### src/rtl/elevator_pkg.sv
// Shared defaults and watchdog state encoding for the elevator call panel.
package elevator_pkg;

    localparam int NUM_FLOORS_DEF    = 3;
    localparam int FLOOR_W_DEF       = 2;
    localparam int CNT_W_DEF         = 2;
    localparam int DB_CYCLES_DEF     = 4;
    localparam int STUCK_TIMEOUT_DEF = 64;

    typedef enum logic [1:0] {
        WD_IDLE  = 2'd0,
        WD_COUNT = 2'd1,
        WD_FAULT = 2'd2
    } wd_state_t;

endpackage

### src/rtl/call_debouncer.sv
// One call button: two-flop synchroniser, stability counter and a press pulse
// that fires combinationally on the edge where the debounced level rises.
module call_debouncer #(
    parameter int DB_CYCLES = 4
) (
    input  logic clk,
    input  logic reset,
    input  logic btn,
    output logic press
);

    localparam int CW = (DB_CYCLES > 1) ? $clog2(DB_CYCLES) : 1;

    logic          s1_q;
    logic          s2_q;
    logic          db_q;
    logic          db_d;
    logic [CW-1:0] cnt_q;
    logic [CW-1:0] cnt_d;
    logic          flip;

    // The counter only ever reaches DB_CYCLES-1; the next differing sample flips db.
    always_comb begin
        flip  = (s2_q != db_q) && (cnt_q == CW'(DB_CYCLES - 1));
        db_d  = db_q;
        cnt_d = '0;
        if (s2_q != db_q) begin
            if (flip) begin
                db_d = ~db_q;
            end else begin
                cnt_d = cnt_q + 1'b1;
            end
        end
    end

    assign press = flip && s2_q;

    always_ff @(posedge clk) begin
        if (!reset) begin
            s1_q  <= 1'b0;
            s2_q  <= 1'b0;
            db_q  <= 1'b0;
            cnt_q <= '0;
        end else begin
            s1_q  <= btn;
            s2_q  <= s1_q;
            db_q  <= db_d;
            cnt_q <= cnt_d;
        end
    end

endmodule

### src/rtl/elevator_call_panel.sv
// Floor-call panel: debounces buttons, latches one call per floor, clears it
// on service, and raises a sticky fault if calls wait too long unserved.
module elevator_call_panel
    import elevator_pkg::*;
#(
    parameter int NUM_FLOORS    = NUM_FLOORS_DEF,
    parameter int FLOOR_W       = FLOOR_W_DEF,
    parameter int CNT_W         = CNT_W_DEF,
    parameter int DB_CYCLES     = DB_CYCLES_DEF,
    parameter int STUCK_TIMEOUT = STUCK_TIMEOUT_DEF
) (
    input  logic                  clk,
    input  logic                  reset,
    input  logic [NUM_FLOORS-1:0] btn,
    input  logic [FLOOR_W-1:0]    current_floor,
    input  logic                  door_open,
    input  logic                  moving,
    output logic [NUM_FLOORS-1:0] req,
    output logic [CNT_W-1:0]      pending_cnt,
    output logic                  served,
    output logic [FLOOR_W-1:0]    served_floor,
    output logic                  fault
);

    localparam int               WD_W     = $clog2(STUCK_TIMEOUT + 1);
    localparam logic [WD_W-1:0]  WD_LIMIT = WD_W'(STUCK_TIMEOUT);

    logic [NUM_FLOORS-1:0] press;
    logic [NUM_FLOORS-1:0] at_floor;
    logic [NUM_FLOORS-1:0] serve_hit;
    logic [NUM_FLOORS-1:0] req_q;
    logic [NUM_FLOORS-1:0] req_d;
    logic                  served_q;
    logic                  served_d;
    logic [FLOOR_W-1:0]    served_floor_q;
    logic [FLOOR_W-1:0]    served_floor_d;
    logic [CNT_W-1:0]      pending_cnt_d;
    logic                  serve_any;

    wd_state_t             wd_state_q;
    logic [WD_W-1:0]       wd_cnt_q;
    logic                  fault_q;

    // Serve beats a simultaneous press; a press while stopped here with the door open is absorbed.
    generate
        for (genvar gi = 0; gi < NUM_FLOORS; gi++) begin : g_floor
            call_debouncer #(
                .DB_CYCLES(DB_CYCLES)
            ) u_db (
                .clk  (clk),
                .reset(reset),
                .btn  (btn[gi]),
                .press(press[gi])
            );

            assign at_floor[gi]  = door_open && !moving && (current_floor == FLOOR_W'(gi));
            assign serve_hit[gi] = at_floor[gi] && req_q[gi];
            assign req_d[gi]     = !serve_hit[gi] && (req_q[gi] || (press[gi] && !at_floor[gi]));
        end
    endgenerate

    assign serve_any = |serve_hit;
    assign served_d  = serve_any;

    always_comb begin
        served_floor_d = served_floor_q;
        for (int f = 0; f < NUM_FLOORS; f++) begin
            if (serve_hit[f]) begin
                served_floor_d = FLOOR_W'(f);
            end
        end
    end

    always_comb begin
        pending_cnt_d = '0;
        for (int f = 0; f < NUM_FLOORS; f++) begin
            pending_cnt_d = pending_cnt_d + CNT_W'(req_q[f]);
        end
    end

    always_ff @(posedge clk) begin
        if (!reset) begin
            req_q          <= '0;
            served_q       <= 1'b0;
            served_floor_q <= '0;
        end else begin
            req_q          <= req_d;
            served_q       <= served_d;
            served_floor_q <= served_floor_d;
        end
    end

    // Watchdog: counter saturates at the limit, fault holds until reset.
    always_ff @(posedge clk) begin
        if (!reset) begin
            wd_state_q <= WD_IDLE;
            wd_cnt_q   <= '0;
            fault_q    <= 1'b0;
        end else begin
            case (wd_state_q)
                WD_IDLE: begin
                    if (req_q != '0) begin
                        wd_cnt_q <= WD_W'(1);
                        if (WD_LIMIT <= WD_W'(1)) begin
                            wd_state_q <= WD_FAULT;
                            fault_q    <= 1'b1;
                        end else begin
                            wd_state_q <= WD_COUNT;
                        end
                    end
                end
                WD_COUNT: begin
                    if (serve_any || (req_q == '0)) begin
                        wd_state_q <= WD_IDLE;
                        wd_cnt_q   <= '0;
                    end else if ((wd_cnt_q + WD_W'(1)) >= WD_LIMIT) begin
                        wd_state_q <= WD_FAULT;
                        wd_cnt_q   <= WD_LIMIT;
                        fault_q    <= 1'b1;
                    end else begin
                        wd_cnt_q <= wd_cnt_q + WD_W'(1);
                    end
                end
                WD_FAULT: begin
                    fault_q <= 1'b1;
                end
                default: begin
                    wd_state_q <= WD_IDLE;
                    wd_cnt_q   <= '0;
                end
            endcase
        end
    end

    assign req          = req_q;
    assign pending_cnt  = pending_cnt_d;
    assign served       = served_q;
    assign served_floor = served_floor_q;
    assign fault        = fault_q;

endmodule

### config.mk
export PLATFORM = sky130hd
export DESIGN_NAME = elevator_call_panel
export DESIGN_NICKNAME = d
export VERILOG_FILES = /design/src/rtl/elevator_pkg.sv /design/src/rtl/call_debouncer.sv /design/src/rtl/elevator_call_panel.sv
export SDC_FILE = /design/constraint.sdc
export NUM_CORES = 1
export LEC_CHECK = 0
export BUFFER_PORTS_ARGS = -buffer_cell sky130_fd_sc_hd__buf_2
export CELL_PAD_IN_SITES_DETAIL_PLACEMENT = 0
export CELL_PAD_IN_SITES_GLOBAL_PLACEMENT = 1
export CORE_MARGIN = 10
export CORE_UTILIZATION = 46
export CTS_CLUSTER_SIZE = 40
export DETAILED_ROUTE_END_ITERATION = 16
export HOLD_SLACK_MARGIN = 0.05
export PLACE_DENSITY = 0.89
export SLEW_MARGIN = 20
export SYNTH_ARGS = -nofsm -noshare
export SYNTH_HDL_FRONTEND = slang
export SYNTH_HIERARCHICAL = 1
export SYNTH_SLANG_ARGS = --single-unit
### constraint.sdc
create_clock -name clk -period 4.7 [get_ports clk]
set_input_delay 0.235 -clock clk [delete_from_list [all_inputs] [get_ports clk]]
set_output_delay 0.235 -clock clk [all_outputs]
set_load 0.02 [all_outputs]
======== Word-level counts from Yosys, hierarchy flattened ========
Index checks and enable logic that the tools add are counted.
W data, S select, Z words.
operators by class
  $add $sub $neg .......................... 6
  $lt $le $gt $ge ......................... 1
  equal/unequal tests ..................... 14
  mux-type cells .......................... 14
  bitwise logic cells ..................... 8
  reductions and logical operators ........ 48
operators by type and width
  cell                   number
  $mux W7                3
  $pmux W7 S3            1
  $logic_and A1 B1 Y1    19
  $mux W2                6
  $reduce_or A3 Y1       4
  $eq A2 B2 Y1 const B   5
  $not A1 Y1             8
  $reduce_and A2 Y1      4
  $add A7 B1 Y7 const B  1
  $ge A7 B7 Y1 const B   1
  $logic_not A1 Y1       7
  $add A2 B1 Y2 const B  3
  $ne A2 B2 Y1 const B   3
  $pmux W2 S3            1
  $reduce_and A3 Y1      2
  $reduce_bool A3 Y1     2
  $eq A2 B1 Y1 const B   2
  $logic_not A2 Y1       2
  $logic_or A1 B1 Y1     4
  $reduce_bool A2 Y1     2
  $logic_not A3 Y1       1
  $ne A1 B1 Y1           3
  $ne A3 B3 Y1 const B   1
  $add A1 B1 Y2          1
  other kinds (4)        5
word-level totals
  register bits ........................... 31
  output and inout port bits .............. 9

======== Longest topological paths before layout ========
Gate-level depths: netlist (run 1).
  word-level depth ........................ 8
  gate-level depth with buffers ........... 6

======== Cells and area by module ========
The synthesis (run 1) kept the hierarchy.
by module, submodules not included
  module               times used  cells each  area an instance (µm²)  seq. area each (µm²)
  elevator_call_panel  1           87          778.2                   320.3
  call_debouncer       3           15          176.4                   100.1

======== Worst setup path before layout (run 1) ========
Ideal clock, no wire load.
  kind .................................... register to register
  start ................................... register req_q[0] (netlist: req[0])
  end ..................................... register wd_cnt_q[2]
  library setup time ...................... 0.070 ns
  arrival time ............................ 1.490 ns
  required time ........................... 4.630 ns
  slack ................................... 3.140 ns
  stages on the path, launching flop included .. 6
  buffers on the path ..................... 0
  period minus slack after synthesis ...... 1.560 ns
  cell sequence ........................... dfxtp_1 -> or3_1 -> nand3_1 -> or3_1 -> a21o_1 -> a21boi_1
between the ends
  word-level cells in the longest chain between the ends .. 5
ends and longest elaborated chain
  element                 line                        text
  start, declared         elevator_call_panel.sv:31   logic [NUM_FLOORS-1:0] req_q;
  start signal, assigned  elevator_call_panel.sv:87   req_q <= req_d;
  $logic_and A1 B1 Y1     elevator_call_panel.sv:57   assign serve_hit[gi] = at_floor[gi] && req_q[gi];
  $reduce_or A3 Y1        elevator_call_panel.sv:62   assign serve_any = |serve_hit;
  $logic_or A1 B1 Y1      elevator_call_panel.sv:113  if (serve_any || (req_q == '0)) begin
  $mux W7                 elevator_call_panel.sv:113
  $pmux W7 S3             elevator_call_panel.sv:100  case (wd_state_q)
  end signal, assigned    elevator_call_panel.sv:121  wd_cnt_q <= wd_cnt_q + WD_W'(1);
  end, declared           elevator_call_panel.sv:41   logic [WD_W-1:0] wd_cnt_q;
Several ways; a longest one is shown, not always the timed one.
A chain may end at the register's enable or synchronous reset.

======== Worst setup path after layout (run 1) ========
  start ................................... register wd_cnt_q[0]
  end ..................................... register wd_cnt_q[3]
between the ends
  word-level cells in the longest chain between the ends .. 5
ends and longest elaborated chain
  element            line                                                    text
  $add A7 B1 Y7 (*)  elevator_call_panel.sv:116, elevator_call_panel.sv:121
  $ge A7 B7 Y1       elevator_call_panel.sv:116                              end else if ((wd_cnt_q + WD_W'(1)) >= WD_LIMIT) begin
  $mux W7 (*)        elevator_call_panel.sv:116
  $mux W7 (*)        elevator_call_panel.sv:113
  $pmux W7 S3 (*)    elevator_call_panel.sv:100
Every way passes the cells marked *; elsewhere a longest branch is shown, timed or not.

==> impl_results.md, run 1 <==
* Cell breakdown of the critical path: ha_1 > nand3_2 > o21a_1 > nor4_4 > nand3_1 > a31oi_1
* Hold Path Class: in -> reg
* Routed WL at 2430 um
* Slowest stage delay, CP at 0.42 ns
* Die area at 5380 um^2
* Net Sw Frac at 19.6%
* Final worst slack at 2.95 ns
* Worst slew margin at 63.6%
* Fin nets at 169
* CP Max Fanout at 6
* Cts repair resizes at 0
* Clock Skews at 0.00764 ns
* Grt total ovfl at 0
* Synth Instances at 132
* Slew Limit Fails at 0
* Initial core utilization at 47.8%
* Tcrit/Tclk final at 37.3%
* Initial antenna violation count at 0
* Drt wl/cell at 13.0 um
* CTS Hold Bufs at 0
* Reg clk slew, reported paths at 0.09 ns
* Pin count of the biggest net entering global routing at 29
* CTS tree: built
* Average size of a mapped cell at 9.91 um^2
* Die width at 73.3 um
* Internal at 0.000382 W
* WHS at 0.115 ns
* Postcts setup bufs at 0
* Run status: finished clean
* Io pins at 18
* Iter 0 DRT Violations at 51
* Worst slack, placed at 2.98 ns
* Slowest stage cell on the critical path: nor4_4
* Total Neg Setup Slack at 0 ns
* Clk sink count at 31
* Pleak at 0.598 nW
* Min Tclk post-route at 1.75 ns
* Max-capacitance violation count at 0
* Yosys warnings at 6
* Vias in the first global route at 1,070
* Antenna-violating nets left at 0
* Max Fclk at 571 MHz
* Most common cell after layout, fill and taps aside: dfxtp_1
* DRC viols at 0
* Setup Crit Path Kind: reg -> reg
* Seq pwr share at 56.2%
* Clock buffer count from CTS at 5
* CP arrival at 2.01 ns
* Core area at 2730 um^2
* Worst setup EP type: flip-flop
* Comb power frac at 3.0%
* Clock power frac at 40.8%
* Filler cells at 243
* All-Layer GR Usage at 10.1%
* Global-route wire length before repair at 4320 um
* Syn_nets at 146
* RePlAce Congestion at 0.794
* Post-DP HPWL at 1820 um
* Final Total Pwr at 0.000475 W
* CTS H-Tree Depth at 2
* Sequential area share after synthesis at 47.5%
* Drt pass-1 iters at 4
* Clock buffer depth at 2
* Final Hold Viols at 0
* Post-route cell area at 1500 um^2
* Port Buffers at 17
* Fraction of layout cells with a size suffix above 1 at 20.0%
* Antenna cells at 0
* Worst EP required at 4.95 ns
* RSZ-0062 raised after global routing: false
* # rows at 19
* Cell Area, Placed at 1430 um^2
* P_sw at 0.0000931 W
* Clock root cell: clkbuf_4
* Latest clock arrival within the worst-skew pair at 0.33 ns
* Netlist Area Pre-Place at 1310 um^2
* Routed via count at 1,029
* Asr flop ratio synth at 0%
* Final Setup Violations at 0
* Actual slew at the worst max-slew pin at 0.539 ns
* Startpoint types: flip-flop
* Area delta synth->final at 14.6%
* DR vias/cell at 5.53
* Worst vdd ir at 0.000318 V
* PwrDens at 317 nW/um^2
* Multi-input gate area at 676 um^2
* FF/Latch Area at 621 um^2
* Flops & latches, synth at 31
* Most frequent cells in the layout: dfxtp_1, buf_2, nand2_1, and2_1, nor2_1
* Yosys cell types at 36
* Main synth FF type: dfxtp_1
* Number of synthesized flops with an enable pin at 0
* DIE HEIGHT at 73.3 um
[metrics by stage]
stage,std cells,util (%)
4_1_cts,186,54.8
5_1_grt,186,54.8
6_report,186,54.8
3_5_place_dp,179,52.2
2_1_floorplan,132,-
3_3_place_gp,179,52.2
[worst max-delay path: cells and delay by family (launching register included)]
kind	cells	cell delay, ns
and+or+nand+nor	3	0.67
AOI/OAI and AO/OA	2	0.41
DFF	1	0.39
adders and majority gates	1	0.22
[final timing paths]
check	start	end	slack [ns]	cells after the start
setup reg to reg	wd_cnt_q[0]	wd_cnt_q[3]	2.95	6
hold reg to reg	g_floor[2].u_db/cnt_q[0]	g_floor[2].u_db/cnt_q[0]	0.43	1
setup / recovery	wd_cnt_q[0]	wd_cnt_q[3]	2.95	6
hold / removal	btn[0]	g_floor[0].u_db/s1_q	0.12	2
[registers in the layout (all words and copies together) (netlist names), 2 cells and up]
signal              count
wd_cnt_q                7
g_floor.u_db/cnt_q      6
g_floor.u_db/s2_q       3
g_floor.u_db/db_q       3
served_floor            2
wd_state_q              2
req                     3
g_floor.u_db/s1_q       3
[metal layers]
metal | global-route usage (%) | vias up | share of wire, % | wire length (um)
li1 | - | 521 | - | -
met1 | 9.94 | 488 | 44 | 1060
met2 | 17.0 | 15 | 50 | 1210
met5 | 0 | - | 0 | 0
met3 | 5.79 | 5 | 4.7 | 113
met4 | 4.55 | 0 | 1.6 | 39
[power by group through the flow]
stage	registers (W)	logic, W	clock network [W]
detailed placement	0.000273	0.0000144	0
global route	0.000267	0.0000164	0.000211
finish	0.000267	0.0000143	0.000194
floorplan	0.000273	0.00000759	0
global placement	0.000273	0.0000138	0
CTS	0.000267	0.0000145	0.000200
[logic make-up after synthesis]
family	Yosys count	synth area share, %
AND/OR/NAND/NOR	60	27.8
flip-flops	31	47.5
AO/OA/AOI/OAI	29	15.8
adder cells (fa/ha/maj)	5	5.36
XOR/XNOR	3	2.01
buffers and inverters	3	0.861
multiplexers	1	0.766
[Yosys cell counts, types with 3 or more instances]
library cell | n | share of area [%]
o21a_1 | 4 | 2.3
nor3_1 | 5 | 1.9
nor2_1 | 8 | 2.3
ha_1 | 4 | 3.8
nor4b_1 | 3 | 2.0
a21oi_1 | 6 | 2.3
or3_1 | 3 | 1.4
dfxtp_1 | 31 | 47
o21ai_0 | 3 | 1.1
and4bb_2 | 3 | 2.9
nand2_1 | 14 | 4.0
xnor2_1 | 3 | 2.0
and2_1 | 9 | 4.3
nand2b_1 | 5 | 2.4
nand3_1 | 3 | 1.1
a21boi_0 | 3 | 1.7
[final cells by class]
| cell class | instances | area share, % |
|---|---|---|
| clock buffers | 6 | 2.75 |
| inverters | 2 | 0.501 |
| well taps | 31 | 2.59 |
| multi-input cells | 98 | 45.1 |
| flip-flops and latches | 31 | 41.4 |
| repair buffers | 17 | 5.68 |
| clock inverters | 1 | 2.00 |
No activity file was read; power rests on OpenSTA's default activity.
==> run 2: changes to the inputs <==
Settings changed: CORE_UTILIZATION 46 to 38, PLACE_DENSITY 0.89 to 0.79.
Clock period 4.7 ns to 1.4 ns, I/O delays scaled along.
==> run 2 against run 1 <==
The run now ends with negative setup slack left. Sequential power increased to 3.3 times the previous value. First-iteration DRC count rose by 51%. Die area up 15%. Worst setup slack got worse by 3.1 ns. Utilization rose by 3.9 points. Non-clock buffer count is 32 higher. Flip-flop and latch count unchanged. Worst hold slack lost 0.040 ns. Critical endpoint is now pending_cnt[0]. Largest power group unchanged.
==> impl_results.md, run 2 (synthesized netlist as in run 1, its figures left out) <==
* Worst r2r src: req[1]
* Fin cells at 234 (+26%)
* Worst vdd ir at 0.000590 V (+86%)
* Die width at 78.7 um (+7.3%)
* # rows at 21 (+2)
* Most frequent cells in the layout: dfxtp_1, buf_4, buf_2, nand2_1, buf_6
* Post-route cell area at 1960 um^2 (+31%)
* Final worst slack at -0.172 ns (-3.12 ns)
* Clk sink count at 31 (unchanged)
* Worst setup EP type: output port
* Startpoint types: flip-flop
* Top Registers: wd_cnt_q x7, g_floor.u_db/cnt_q x6
* Vias in the first global route at 1,182 (+10%)
* Slowest stage cell on the critical path: fa_2
* RSZ-0062 raised after global routing: true
* CP Max Fanout at 3 (-3)
* Global-route wire length before repair at 5260 um (+22%)
* Io pins at 18 (unchanged)
* Max reg flops at 7 (unchanged)
* Slowest stage delay, CP at 0.57 ns (+0.15 ns)
* Pleak at 0.764 nW (+28%)
* Area delta synth->final at 49.9%
* Tcrit/Tclk final at 112%
* DR vias/cell at 4.93 (-11%)
* Worst slack, placed at -0.115 ns (-3.09 ns)
* Placed cell count at 208 (+16%)
* Grt total ovfl at 0 (unchanged)
* CP arrival at 1.50 ns (-0.51 ns)
* Actual slew at the worst max-slew pin at 0.483 ns (-0.0561 ns)
* Initial core utilization at 39.2% (-8.6 points)
* Filler cells at 290 (+19%)
* Latest clock arrival within the worst-skew pair at 0.34 ns (about the same)
* Final Setup Violations at 12 (+12)
* Antenna cells at 0 (unchanged)
* Slew Limit Fails at 0 (unchanged)
* Largest Register: wd_cnt_q
* Crit path max-delay family: adder cells
* RePlAce Congestion at 0.869 (+9.4%)
* Antenna-violating nets left at 0 (unchanged)
* Worst Hold Path EP: req[1]
* PwrDens at 746 nW/um^2 (+140%)
* WP buf/inv at 2 (+2)
* Clock root cell: clkbuf_4
* Clock buffer count from CTS at 5 (unchanged)
* Drt pass-1 iters at 4 (unchanged)
* Initial antenna violation count at 0 (unchanged)
* Iter 0 DRT Violations at 77 (+51%)
* Hold Path Class: in -> reg
* Util after Layout at 58.7% (+3.9 points)
* Die area at 6190 um^2 (+15%)
* Min Tclk post-route at 1.57 ns
* Fin nets at 201 (+19%)
* Reg clk slew, reported paths at 0.09 ns (about the same)
* All-Layer GR Usage at 10.5% (+0.41 points)
* Port Buffers at 17 (unchanged)
* Worst slew margin at 67.4% (+3.8 points)
* DIE HEIGHT at 78.7 um (+7.3%)
* Depth of the worst hold-timing path at 3 (+1)
* Fraction of layout cells with a size suffix above 1 at 44.1% (+24 points)
* Pin count of the biggest net entering global routing at 29 (unchanged)
* Path depth of the worst reg2reg path at 7 (+1)
* CTS tree: built
* Worst EP required at 1.33 ns (-3.62 ns)
* DRC viols at 0 (unchanged)
* Clock buffer depth at 2 (unchanged)
* Routed via count at 1,153 (+12%)
* Max-capacitance violation count at 0 (unchanged)
* R2r endpoint: wd_cnt_q[0]
* Routed WL at 3190 um (+32%)
* Cell Area, Placed at 1580 um^2 (+11%)
* Most common cell after layout, fill and taps aside: dfxtp_1
* Core area at 3340 um^2 (+22%)
* Cell breakdown of the critical path: buf_6 > fa_2 > buf_6
* Clock Skews at 0.00905 ns (+0.00142 ns)
* Drt wl/cell at 13.6 um (+4.6%)
* Run status: finished with violations
* Most used cell, CP: buf_6
* CTS H-Tree Depth at 2 (unchanged)
* HP Start: current_floor[1]
* Total Neg Setup Slack at -1.03 ns (-1.03 ns)
* Final Hold Viols at 0 (unchanged)
* Setup Crit Path Kind: reg -> out
* Post-DP HPWL at 2100 um (+15%)
* FF-to-FF setup slack at -0.14 ns (-3.09 ns)
* Failing checks: negative setup slack
* Max Fclk at 636 MHz
## run 2: cell type report
class                   count  area [um^2]  area share [%]
clock inverters             2         12.5           0.639
repair buffers             49          390            19.9
multi-input cells          98          816            41.6
flip-flops and latches     31          634            32.4
well taps                  46         57.6            2.94
inverters                   2         7.51           0.383
clock buffers               6         41.3            2.11
## run 2: through the flow
step                hold WS [ns]  total power (W)
global placement           0.276         0.000960
global route               0.113          0.00153
detailed placement         0.282         0.000963
finish                    0.0754          0.00146
CTS                       0.0586          0.00147
floorplan                  0.150         0.000936
## run 2: how the worst max path moves through the flow
stage / from / endpoint / slack [ns] / cells after the start
2_1_floorplan: wd_cnt_q[1] / fault / 0.01 / 6
3_3_place_gp: req[2] / wd_cnt_q[3] / -0.11 / 5
3_5_place_dp: wd_cnt_q[0] / wd_state_q[1] / -0.12 / 6
4_1_cts: req[2] / pending_cnt[0] / -0.19 / 3
5_1_grt: req[1] / pending_cnt[0] / -0.22 / 3
6_report: req[1] / pending_cnt[0] / -0.17 / 3
## run 2: per-layer routing
metal	up-vias	GRT usage [%]	routed length (um)
met5	-	0	0
met4	0	5.91	65
met3	7	3.87	120
met2	22	18.8	1700
met1	544	10.4	1310
li1	580	-	-
## run 2: repair_timing
| item | 4_1_cts | 5_1_grt |
|---|---|---|
| resized for setup | 20 | 15 |
| cloned | 0 | 0 |
| buffers inserted | 8 | 6 |
| pin swaps | 8 | 5 |
| endpoints found under the hold margin | 4 | 0 |
| endpoints found under the setup margin | 12 | 12 |
| hold buffers | 4 | 0 |
## run 2: worst register-to-register path, stage by stage (launching register included)
cell,delay [ns]
dfxtp_4,0.36
buf_12,0.12
or3_4,0.41
nand3_4,0.11
nor4_4,0.06
buf_6,0.14
o2bb2ai_2,0.11
and2_1,0.15
## run 2: power by group
group	switching, W	internal [W]	total [W]
Clock	0.000316	0.000193	0.000509
Sequential	0.00000451	0.000886	0.000890
Combinational	0.0000284	0.0000341	0.0000625
==> run 3: changes to the inputs <==
Settings changed: CORE_UTILIZATION 38 to 46, CTS_CLUSTER_DIAMETER set to 50, PLACE_DENSITY 0.79 to 0.89.
Clock period 1.4 ns to 1.9 ns, I/O delays scaled along.
==> run 3 against run 2 <==
The run now ends clean. Clock power is 15% lower. Critical path depth increased by 2. Sequential power shrank 26%. Register-to-register slack gained 0.36 ns. Worst hold slack improved by 0.024 ns. Critical endpoint is now wd_cnt_q[3].
==> impl_results.md, run 3 (synthesized netlist as in run 1, its figures left out) <==
* Most frequent cells in the layout: dfxtp_1, buf_2, nand2_1, and2_1, nor2_1
* CP arrival at 1.93 ns (+0.43 ns)
* HP Start: current_floor[1]
* Fraction of layout cells with a size suffix above 1 at 21.0% (-23 points)
* Final Hold Viols at 0 (unchanged)
* Max Fclk at 596 MHz
* Antenna-violating nets left at 0 (unchanged)
* Initial antenna violation count at 0 (unchanged)
* Drt wl/cell at 12.9 um (-5.5%)
* Total Neg Setup Slack at 0 ns (+1.03 ns)
* Worst vdd ir at 0.000576 V (-2.5%)
* Vias in the first global route at 1,005 (-15%)
* Worst slack, placed at 0.179 ns (+0.295 ns)
* Clock Skews at 0.00619 ns (-0.00286 ns)
* Path depth of the worst reg2reg path at 5 (-2)
* CTS tree: built
* Pin count of the biggest net entering global routing at 29 (unchanged)
* Initial core utilization at 47.8% (+8.6 points)
* Die area at 5380 um^2 (-13%)
* Clock buffer count from CTS at 5 (unchanged)
* Core area at 2730 um^2 (-18%)
* Routed via count at 1,028 (-11%)
* Actual slew at the worst max-slew pin at 0.381 ns (-0.101 ns)
* Post-DP HPWL at 1790 um (-15%)
* Slowest stage cell on the critical path: dfxtp_1
* Global-route wire length before repair at 4330 um (-18%)
* R2r endpoint: wd_cnt_q[3]
* Pleak at 0.624 nW (-18%)
* DIE HEIGHT at 73.3 um (-6.8%)
* PwrDens at 733 nW/um^2 (-1.8%)
* CTS H-Tree Depth at 2 (unchanged)
* Most common cell after layout, fill and taps aside: dfxtp_1
* DR vias/cell at 5.33 (+8.1%)
* Iter 0 DRT Violations at 69 (-10%)
* All-Layer GR Usage at 10.2% (-0.30 points)
* Hold Path Class: in -> reg
* Io pins at 18 (unchanged)
* Max reg flops at 7 (unchanged)
* Tcrit/Tclk final at 88.3%
* Reg clk slew, reported paths at 0.10 ns (about the same)
* Depth of the worst hold-timing path at 3 (unchanged)
* Top Registers: wd_cnt_q x7, g_floor.u_db/cnt_q x6
* Worst EP required at 2.16 ns (+0.83 ns)
* Port Buffers at 17 (unchanged)
* Postcts setup bufs at 0 (-8)
* Clock root cell: clkbuf_4
* Slowest stage delay, CP at 0.47 ns (-0.10 ns)
* Worst setup EP type: flip-flop
* Slew Limit Fails at 0 (unchanged)
* Fin nets at 175 (-13%)
* Final worst slack at 0.223 ns (+0.395 ns)
* Cell breakdown of the critical path: or3_1 > nand3_1 > nor4_4 > nand3_1 > a31oi_1
* Worst r2r src: req[0]
* Largest Register: wd_cnt_q
* Startpoint types: flip-flop
* Grt total ovfl at 0 (unchanged)
* CP Max Fanout at 7 (+4)
* Worst Hold Path EP: req[1]
* RePlAce Congestion at 0.824 (-5.2%)
* Max-capacitance violation count at 0 (unchanged)
* Routed WL at 2490 um (-22%)
* Drt pass-1 iters at 4 (unchanged)
* Worst slew margin at 74.4% (+7.0 points)
* Run status: finished clean
* Latest clock arrival within the worst-skew pair at 0.33 ns (about the same)
* # rows at 19 (-9.5%)
* Final Setup Violations at 0 (-12)
* Clk sink count at 31 (unchanged)
* FF-to-FF setup slack at 0.22 ns (+0.36 ns)
* Area delta synth->final at 18.7%
* Most used cell, CP: nand3_1
* Die width at 73.3 um (-6.8%)
* Setup Crit Path Kind: reg -> reg
* Clock buffer depth at 2 (unchanged)
* DRC viols at 0 (unchanged)
* RSZ-0062 raised after global routing: false
* Min Tclk post-route at 1.68 ns
* CP startpoint: req[0]
* Antenna cells at 0 (unchanged)
## run 3: per-stage QoR
stage / instance area [um^2] / utilization (%) / total power [W] / instances / hold WS [ns]
final: 1550 / 56.8 / 0.00114 / 193 / 0.0998
after global routing: 1550 / 56.8 / 0.00118 / 193 / 0.132
after CTS: 1550 / 56.8 / 0.00115 / 193 / 0.0832
after detailed placement: 1440 / 52.8 / 0.000712 / 181 / 0.305
after global placement: 1440 / 52.8 / 0.000710 / 181 / 0.300
after floorplan: 1310 / - / 0.000694 / 132 / 0.185
## run 3: report_power, final
group,total [W],internal [W],leakage (nW),switching [W]
Clock,0.000434,0.000218,0.0386,0.000216
Sequential,0.000660,0.000657,0.251,0.00000328
Combinational,0.0000424,0.0000236,0.334,0.0000189
Total,0.00114,0.000898,0.624,0.000238
## run 3: timing repair
| item | CTS | global route |
|---|---|---|
| hold buffers | 4 | 0 |
| endpoints found under the setup margin | 0 | 1 |
| endpoints found under the hold margin | 4 | 0 |
| resized for setup | 0 | 0 |
## run 3: cell type report
cell class	count	area (um^2)
clock buffer	8	68.8
tap	31	38.8
multi-input combinational	98	676
timing repair buffer	23	140
inverter	2	7.51
sequential	31	621
fill	262	1180
## run 3: layer usage
layer / routed length [um] / share of wire, % / GRT usage (%)
met3: 114 / 4.6 / 4.04
met1: 1060 / 43 / 11.0
met5: 0 / 0 / 0
met2: 1270 / 51 / 16.5
met4: 44 / 1.8 / 6.21
## run 3: how the worst max path moves through the flow
stage,to,slack [ns],cells past startpoint
5_1_grt,wd_cnt_q[3],0.04,5
3_3_place_gp,wd_cnt_q[3],0.25,6
6_report,wd_cnt_q[3],0.22,5
4_1_cts,wd_cnt_q[3],0.16,6
3_5_place_dp,wd_cnt_q[3],0.18,6
2_1_floorplan,wd_cnt_q[2],0.34,5
## run 3: critical path: cells and delay by family (launching register included)
kind	cells	cell delay, ns
simple gates	4	0.97
flops	1	0.47
compound gates	1	0.16
